--- src/rtl/hazard_stall_ctrl.sv ---
// Pipeline hazard and multicycle sequencer for the 5-stage F/D/X/M/W core.
// Handles three jobs:
//   - load-use stalls between D and X,
//   - branch flushes of F/D and D/X,
//   - start/ready sequencing of the shared mult/div unit, which freezes
//     the front of the pipe while the unit is working.
module hazard_stall_ctrl #(
    parameter int MD_TIMEOUT = 40,
    parameter int CNT_W      = 6
) (
    input  logic       clock,
    input  logic       reset,
    input  logic [4:0] rs1_d,
    input  logic [4:0] rs2_d,
    input  logic       uses_rs2_d,
    input  logic [4:0] rd_x,
    input  logic       is_load_x,
    input  logic       is_md_x,
    input  logic       md_is_div_x,
    input  logic       branch_taken_x,
    input  logic       md_ready,
    input  logic       md_exc_in,
    output logic       stall_pc,
    output logic       stall_fd,
    output logic       stall_dx,
    output logic       flush_fd,
    output logic       flush_dx,
    output logic       bubble_xm,
    output logic       ctrl_mult,
    output logic       ctrl_div,
    output logic       md_busy,
    output logic       md_done,
    output logic       md_exc,
    output logic       timeout_err
);

    typedef enum logic [1:0] {
        ST_IDLE = 2'd0,
        ST_BUSY = 2'd1,
        ST_DONE = 2'd2
    } state_e;

    localparam logic [CNT_W-1:0] CNT_LAST = CNT_W'(MD_TIMEOUT - 1);
    localparam logic [CNT_W-1:0] CNT_MAX  = {CNT_W{1'b1}};

    state_e           state_q, state_d;
    logic [CNT_W-1:0] cnt_q, cnt_d;
    logic             exc_q, exc_d;
    logic             terr_q, terr_d;
    logic             freeze;
    logic             load_use;

    // Register 0 is hardwired, so a load targeting it never creates a hazard.
    assign load_use = is_load_x && (rd_x != 5'd0) &&
                      ((rd_x == rs1_d) || (uses_rs2_d && (rd_x == rs2_d)));

    // State register: sequencer state, busy counter, captured exception, sticky timeout.
    always_ff @(posedge clock or negedge reset) begin
        if (!reset) begin
            state_q <= ST_IDLE;
            cnt_q   <= '0;
            exc_q   <= 1'b0;
            terr_q  <= 1'b0;
        end else begin
            // NOTE: non-blocking assignments here so every register samples pre-edge values.
            state_q <= state_d;
            cnt_q   <= cnt_d;
            exc_q   <= exc_d;
            terr_q  <= terr_d;
        end
    end

    // Next-state and output decode; md sequencing outranks branch, which outranks load-use.
    always_comb begin
        // NOTE: every signal gets a default first so no path leaves one unassigned (no latches).
        state_d     = state_q;
        cnt_d       = cnt_q;
        exc_d       = exc_q;
        terr_d      = terr_q;
        freeze      = 1'b0;
        stall_pc    = 1'b0;
        stall_fd    = 1'b0;
        stall_dx    = 1'b0;
        flush_fd    = 1'b0;
        flush_dx    = 1'b0;
        bubble_xm   = 1'b0;
        ctrl_mult   = 1'b0;
        ctrl_div    = 1'b0;
        md_busy     = 1'b0;
        md_done     = 1'b0;
        md_exc      = 1'b0;
        timeout_err = terr_q;

        case (state_q)
            ST_IDLE: begin
                if (is_md_x) begin
                    ctrl_div  = md_is_div_x;
                    ctrl_mult = !md_is_div_x;
                    freeze    = 1'b1;
                    state_d   = ST_BUSY;
                    cnt_d     = '0;
                end
            end
            ST_BUSY: begin
                freeze  = 1'b1;
                md_busy = 1'b1;
                cnt_d   = (cnt_q == CNT_MAX) ? cnt_q : cnt_q + CNT_W'(1);
                // A real result wins over a timeout landing on the same cycle.
                if (md_ready) begin
                    state_d = ST_DONE;
                    exc_d   = md_exc_in;
                end else if (cnt_q == CNT_LAST) begin
                    state_d = ST_DONE;
                    exc_d   = 1'b1;
                    terr_d  = 1'b1;
                end
            end
            ST_DONE: begin
                // Stalls drop here so X/M captures the result and X moves on;
                // the finished instruction therefore cannot restart.
                md_done = 1'b1;
                md_exc  = exc_q;
                state_d = ST_IDLE;
                exc_d   = 1'b0;
            end
            default: begin
                state_d = ST_IDLE;
            end
        endcase

        if (freeze) begin
            stall_pc  = 1'b1;
            stall_fd  = 1'b1;
            stall_dx  = 1'b1;
            bubble_xm = 1'b1;
        end else if (branch_taken_x) begin
            flush_fd = 1'b1;
            flush_dx = 1'b1;
        end else if (load_use) begin
            stall_pc = 1'b1;
            stall_fd = 1'b1;
            flush_dx = 1'b1;
        end

        // Outputs are forced low for as long as reset is held, whatever the inputs do.
        if (!reset) begin
            stall_pc    = 1'b0;
            stall_fd    = 1'b0;
            stall_dx    = 1'b0;
            flush_fd    = 1'b0;
            flush_dx    = 1'b0;
            bubble_xm   = 1'b0;
            ctrl_mult   = 1'b0;
            ctrl_div    = 1'b0;
            md_busy     = 1'b0;
            md_done     = 1'b0;
            md_exc      = 1'b0;
            timeout_err = 1'b0;
        end
    end

endmodule

--- config.mk ---
export PLATFORM = sky130hd
export DESIGN_NAME = hazard_stall_ctrl
export DESIGN_NICKNAME = d
export VERILOG_FILES = /design/src/rtl/hazard_stall_ctrl.sv
export SDC_FILE = /design/constraint.sdc
export NUM_CORES = 1
export LEC_CHECK = 0
export ABC_AREA = 1
export CAP_MARGIN = 20
export CORE_MARGIN = 2
export CORE_UTILIZATION = 38
export CTS_BUF_LIST = sky130_fd_sc_hd__clkbuf_16
export DETAILED_ROUTE_END_ITERATION = 6
export PLACE_DENSITY = 0.8
export SYNTH_ARGS = -nofsm -noshare
export SYNTH_HDL_FRONTEND = slang
export SYNTH_SLANG_ARGS = --single-unit
--- constraint.sdc ---
create_clock -name clock -period 1.3 [get_ports clock]
set_input_delay 0.195 -clock clock [delete_from_list [all_inputs] [get_ports clock]]
set_output_delay 0.195 -clock clock [all_outputs]
set_load 0.02 [all_outputs]
# Word level (Yosys, flattened, before mapping)
# Index checks and enable logic that the tools add are counted.
dict set report word_totals {
  regBits 10
  input_bits 24
}
dict set report op_classes {
  add_sub_neg 1
  n_eq_ne 9
  n_mux 37
  bitwise_logic 1
  reduce_logical 13
}
# cell count
set ops {}
lappend ops {{$mux W1} 28}
lappend ops {{$eq A6 B6 Y1 const B} 2}
lappend ops {{$mux W6} 2}
lappend ops {{$pmux W6 S2} 1}
lappend ops {{$eq A5 B5 Y1} 2}
lappend ops {{$add A6 B1 Y6 const B} 1}
lappend ops {{$mux W2} 3}
lappend ops {{$reduce_and A3 Y1} 2}
lappend ops {{$reduce_bool A5 Y1} 1}
lappend ops {{$ne A2 B2 Y1 const B} 2}
lappend ops {{$pmux W1 S2} 2}
lappend ops {{$pmux W2 S2} 1}
lappend ops {{$reduce_and A2 Y1} 2}
lappend ops {{$reduce_bool A2 Y1} 2}
lappend ops {{$logic_and A1 B1 Y1} 3}
lappend ops {{$ne A3 B3 Y1 const B} 1}
lappend ops {{$eq A2 B1 Y1 const B} 1}
lappend ops {{$eq A2 B2 Y1 const B} 1}
lappend ops {{$logic_not A2 Y1} 1}
lappend ops {{$logic_not A1 Y1} 1}
lappend ops {{$logic_or A1 B1 Y1} 1}
lappend ops {{$not A1 Y1} 1}

# Longest topological paths before layout
dict set report logic_depth {
  depth_word 8
  depth_mapped 10
  depth_no_buf 10
}

# Worst setup path before layout
# Ideal clock, no wire load.
dict set report synth_path {
  kind {register to output}
  start {reg state_q[0]}
  end {out stall_pc}
  arrival_ps 1587
  t_required_ps 1105
  slack_ps -482
  path_stages_with_launch 8
  path_buffers 1
  path_cell_list {dfrtp_1 nor2_1 nand2_2 inv_2 nor2_2 nor2_1 o21bai_1 buf_4}
}
dict set report synth_between {
  elab_chain_len 4
}
# element line
set synth_lines {}
lappend synth_lines {{start: declaration} 46} ;# state_e state_q, state_d;
lappend synth_lines {{start signal: assignment} 66} ;# state_q <= state_d;
lappend synth_lines {{$eq A2 B1 Y1 / $logic_not A2 Y1 (equally long branches)} 94} ;# case (state_q)
lappend synth_lines {{$pmux W1 S2 (*)} 94}
lappend synth_lines {{$mux W1 (*) (2 in a row)} --}
lappend synth_lines {{end: declaration} 23} ;# output logic stall_pc,
# Mark *: on every way between the ends. The rest lies on a longest branch, timed or not.

# Worst setup path after layout
dict set report layout_path {
  start {reg state_q[0]}
  end {out md_exc}
}
dict set report layout_between {
  elab_chain_len 3
}
# element line
set layout_lines {}
lappend layout_lines {{$eq A2 B2 Y1} 94}
lappend layout_lines {{$mux W1} 94}
lappend layout_lines {{$mux W1} 146} ;# if (!reset) begin
lappend layout_lines {{end: declaration} 33} ;# output logic md_exc,
# No other way between the ends.

==> key figures <==
Global routing
  – Total grt overflow: 0
  – Initial antenna violation count: 0
  – Number of global-route vias before repair: 977
  – Pin count of the biggest net entering global routing: 11
  – First-pass GRT wire length: 4110 µm
  – Tot GR Track Use: 0.212

Critical path
  – CP startpoint kind: register
  – Crit path max fanout: 3
  – CP startpoint: state_q[0]
  – Arr. time, crit path: 1.30 ns
  – RR Startpoint: cnt_q[0]
  – Slowest-stage cell, CP: dfrtp_1
  – Worst setup path class: register to output port
  – CP peak stage delay: 0.40 ns
  – Critical path required time: 1.11 ns
  – Crit. End Element: output port
  – Crit path cell chain: or2_2 -> nor3b_2 -> buf_4

STA
  – Setup violators final: 12
  – Max frequency: 671 MHz
  – Slew headroom: 0.815
  – Post-route clock skew: 0.00197 ns
  – Worst-margin pin slew: 0.275 ns
  – Slew Viols, Final: 0
  – RSZ-0062 raised after global routing: true
  – Final worst path period share: 1.15
  – Final Hold Vio Count: 0
  – Crit path time final: 1.49 ns
  – Hold WS: 0.154 ns
  – Worst Slack Setup Final: -0.191 ns

Placement
  – Port bufs: 35
  – Hpwl dp: 1860 µm
  – Placed cell count: 209
  – Pre-CTS setup slack: -0.942 ns
  – GP Congestion: 0.860

Yosys
  – Synth top cells by count: nand2_1 (44), inv_1 (21), nor2_1 (14)
  – Synth area leaders: dfrtp_1 (29%), nand2_1 (19%), inv_1 (9.3%)
  – Most common cell in the netlist: nand2_1
  – Unique cell type count in the Yosys netlist: 25
  – FFs w/ async S/R, synth: 1.00
  – Post-synthesis cell area: 850 µm²
  – Sequential area share after synthesis: 0.295
  – Post-synth EDFFs: 0
  – Syn Inst Count: 137
  – Syn_area_per_cell: 6.20 µm²
  – Yosys top cell area share: 0.295
  – Top_reg_cell synth: dfrtp_1
  – Leading area contributor after synthesis: dfrtp_1
  – Post-Syn Nets: 162
  – Seq cells post-synth: 10
  – Yosys warning total: 0

Layout
  – Share of cells above drive strength 1: 0.370
  – Post-Layout Cell Count: 217
  – Final core occ: 0.687
  – # diodes: 0
  – Area grow syn2layout: 75.4%
  – # nets final: 215

Floorplan
  – Die height: 51.3 µm
  – Die W: 51.3 µm
  – Die area: 2630 µm²
  – Initial Util: 0.392
  – FP Rows: 17
  – I/O pins: 36
  – Core ar.: 2170 µm²

Power
  – Switching Fraction: 0.362
  – Peak supply drop: 0.905 mV
  – Comb power frac: 0.484
  – Power Internal: 0.00125 W
  – Switch Pwr: 0.000709 W
  – Power density cells: 1310 nW/µm²
  – Register share of total power: 0.231
  – Power share of the clock group: 0.285
  – Pleak: 0.817 nW

Route
  – Routed via count: 1020
  – Final wirelength: 2530 µm
  – Number of DRC markers in iteration 0: 14
  – DRC: 0
  – Routed Antenna Nets: 0
  – Wire length per cell: 11.7 µm
  – First-pass iteration count of the detailed router: 4
  – DR vias/cell: 4.70

Clock network
  – H-tree Lvls: 1
  – Hold_buf cts: 0
  – CTS tree: built
  – Clock slew at reported path FFs: 0.04 ns
  – Clk root buf: clkbuf_16
  – Cts bufs inserted: 3
  – Maximum buffer depth of the clock tree: 2
  – Worst-Skew Late Latency: 0.24 ns
  – Clock Sinks: 10

Outcome
  – Failing checks: negative setup slack
  – Status: finished, violations left

Run
  – Max_cap viols: 0

Min path
  – Hold crit path type: input port to asynchronous set/reset pin
power by group through the flow:
stage	registers [W]	clock network, W	logic, W
after floorplan	0.000440	0	0.000451
after detailed placement	0.000435	0	0.000826
after global placement	0.000431	0	0.000801
after CTS	0.000432	0.000566	0.000835
after global routing	0.000463	0.000581	0.00104
final	0.000453	0.000557	0.000947
cell families after synthesis:
group                      count (synthesis)  share of synthesized area
DFF                                       10                      0.295
buffers and inverters                     33                      0.159
xor gates and xnor gates                   1                     0.0103
and+or+nand+nor                           81                      0.443
adders and majority gates                  1                     0.0147
AOI/OAI and AO/OA                         11                     0.0781
registers in the layout (all words and copies together) (netlist names):
name     count
exc_q        1
cnt_q        6
state_q      2
terr_q       1
metrics by stage:
step	power, W	setup TNS (ns)	area, µm²
final	0.00196	-1.68	1490
after global routing	0.00209	-2.58	1490
after CTS	0.00183	-1.86	1420
after detailed placement	0.00126	-7.79	1330
after global placement	0.00123	-7.41	1330
after floorplan	0.000891	-0.205	880
worst max-delay path: cells and delay by family, from the launching register on:
kind	cells	cell delay, ns
AND/OR/NAND/NOR	2	0.50
flip-flops	1	0.40
buffers and inverters	1	0.16
routing by layer:
| layer | vias up | wire length, µm | track usage |
|---|---|---|---|
| met4 | 0 | 46 | 0.0965 |
| met2 | 25 | 1390 | 0.405 |
| met1 | 466 | 983 | 0.215 |
| met5 | - | 0 | 0 |
| met3 | 5 | 110 | 0.0497 |
| li1 | 524 | - | - |
placed cells by master (no fill, tap or decap), types with 2 or more instances in the layout:
| cell | n |
|---|---|
| dlygate4sd2_1 | 12 |
| nor3b_2 | 2 |
| inv_1 | 19 |
| a21oi_2 | 2 |
| nor2_1 | 10 |
| buf_6 | 7 |
| nand2_1 | 40 |
| clkbuf_2 | 2 |
| nor2_2 | 4 |
| nor3_1 | 2 |
| buf_4 | 18 |
| o21ai_0 | 2 |
| nand4_1 | 4 |
| inv_2 | 10 |
| dfrtp_1 | 10 |
| clkdlybuf4s15_1 | 3 |
| nand2_4 | 3 |
| clkdlybuf4s50_1 | 6 |
| nand3_1 | 5 |
| nand2_2 | 6 |
| clkbuf_16 | 3 |
| o21ai_1 | 3 |
| nor2_4 | 2 |
path summary, 6_finish.rpt:
path / to / slack (ns) / cells after the start
setup / recovery: md_exc / -0.19 / 3
hold / removal: cnt_q[5] / 0.15 / 3
setup reg to reg: exc_q / 0 / 8
hold reg to reg: terr_q / 0.55 / 1
max in group asynchronous: cnt_q[3] / 1.00 / 3
min in group clock: terr_q / 0.55 / 1
repair_timing:
| item | 4_1_cts | 5_1_grt |
|---|---|---|
| buffers inserted | 4 | 1 |
| resized for setup | 86 | 25 |
| pin swaps | 16 | 8 |
| endpoints found under the setup margin | 14 | 21 |
cell type report:
class	count	area, µm²
tap	28	35.0
clock inverter	1	3.75
multi-input combinational	94	567
fill	173	679
timing repair buffer	50	435
inverter	31	124
sequential	10	250
clock buffer	3	75.1
No activity file was read; power rests on OpenSTA's default activity.
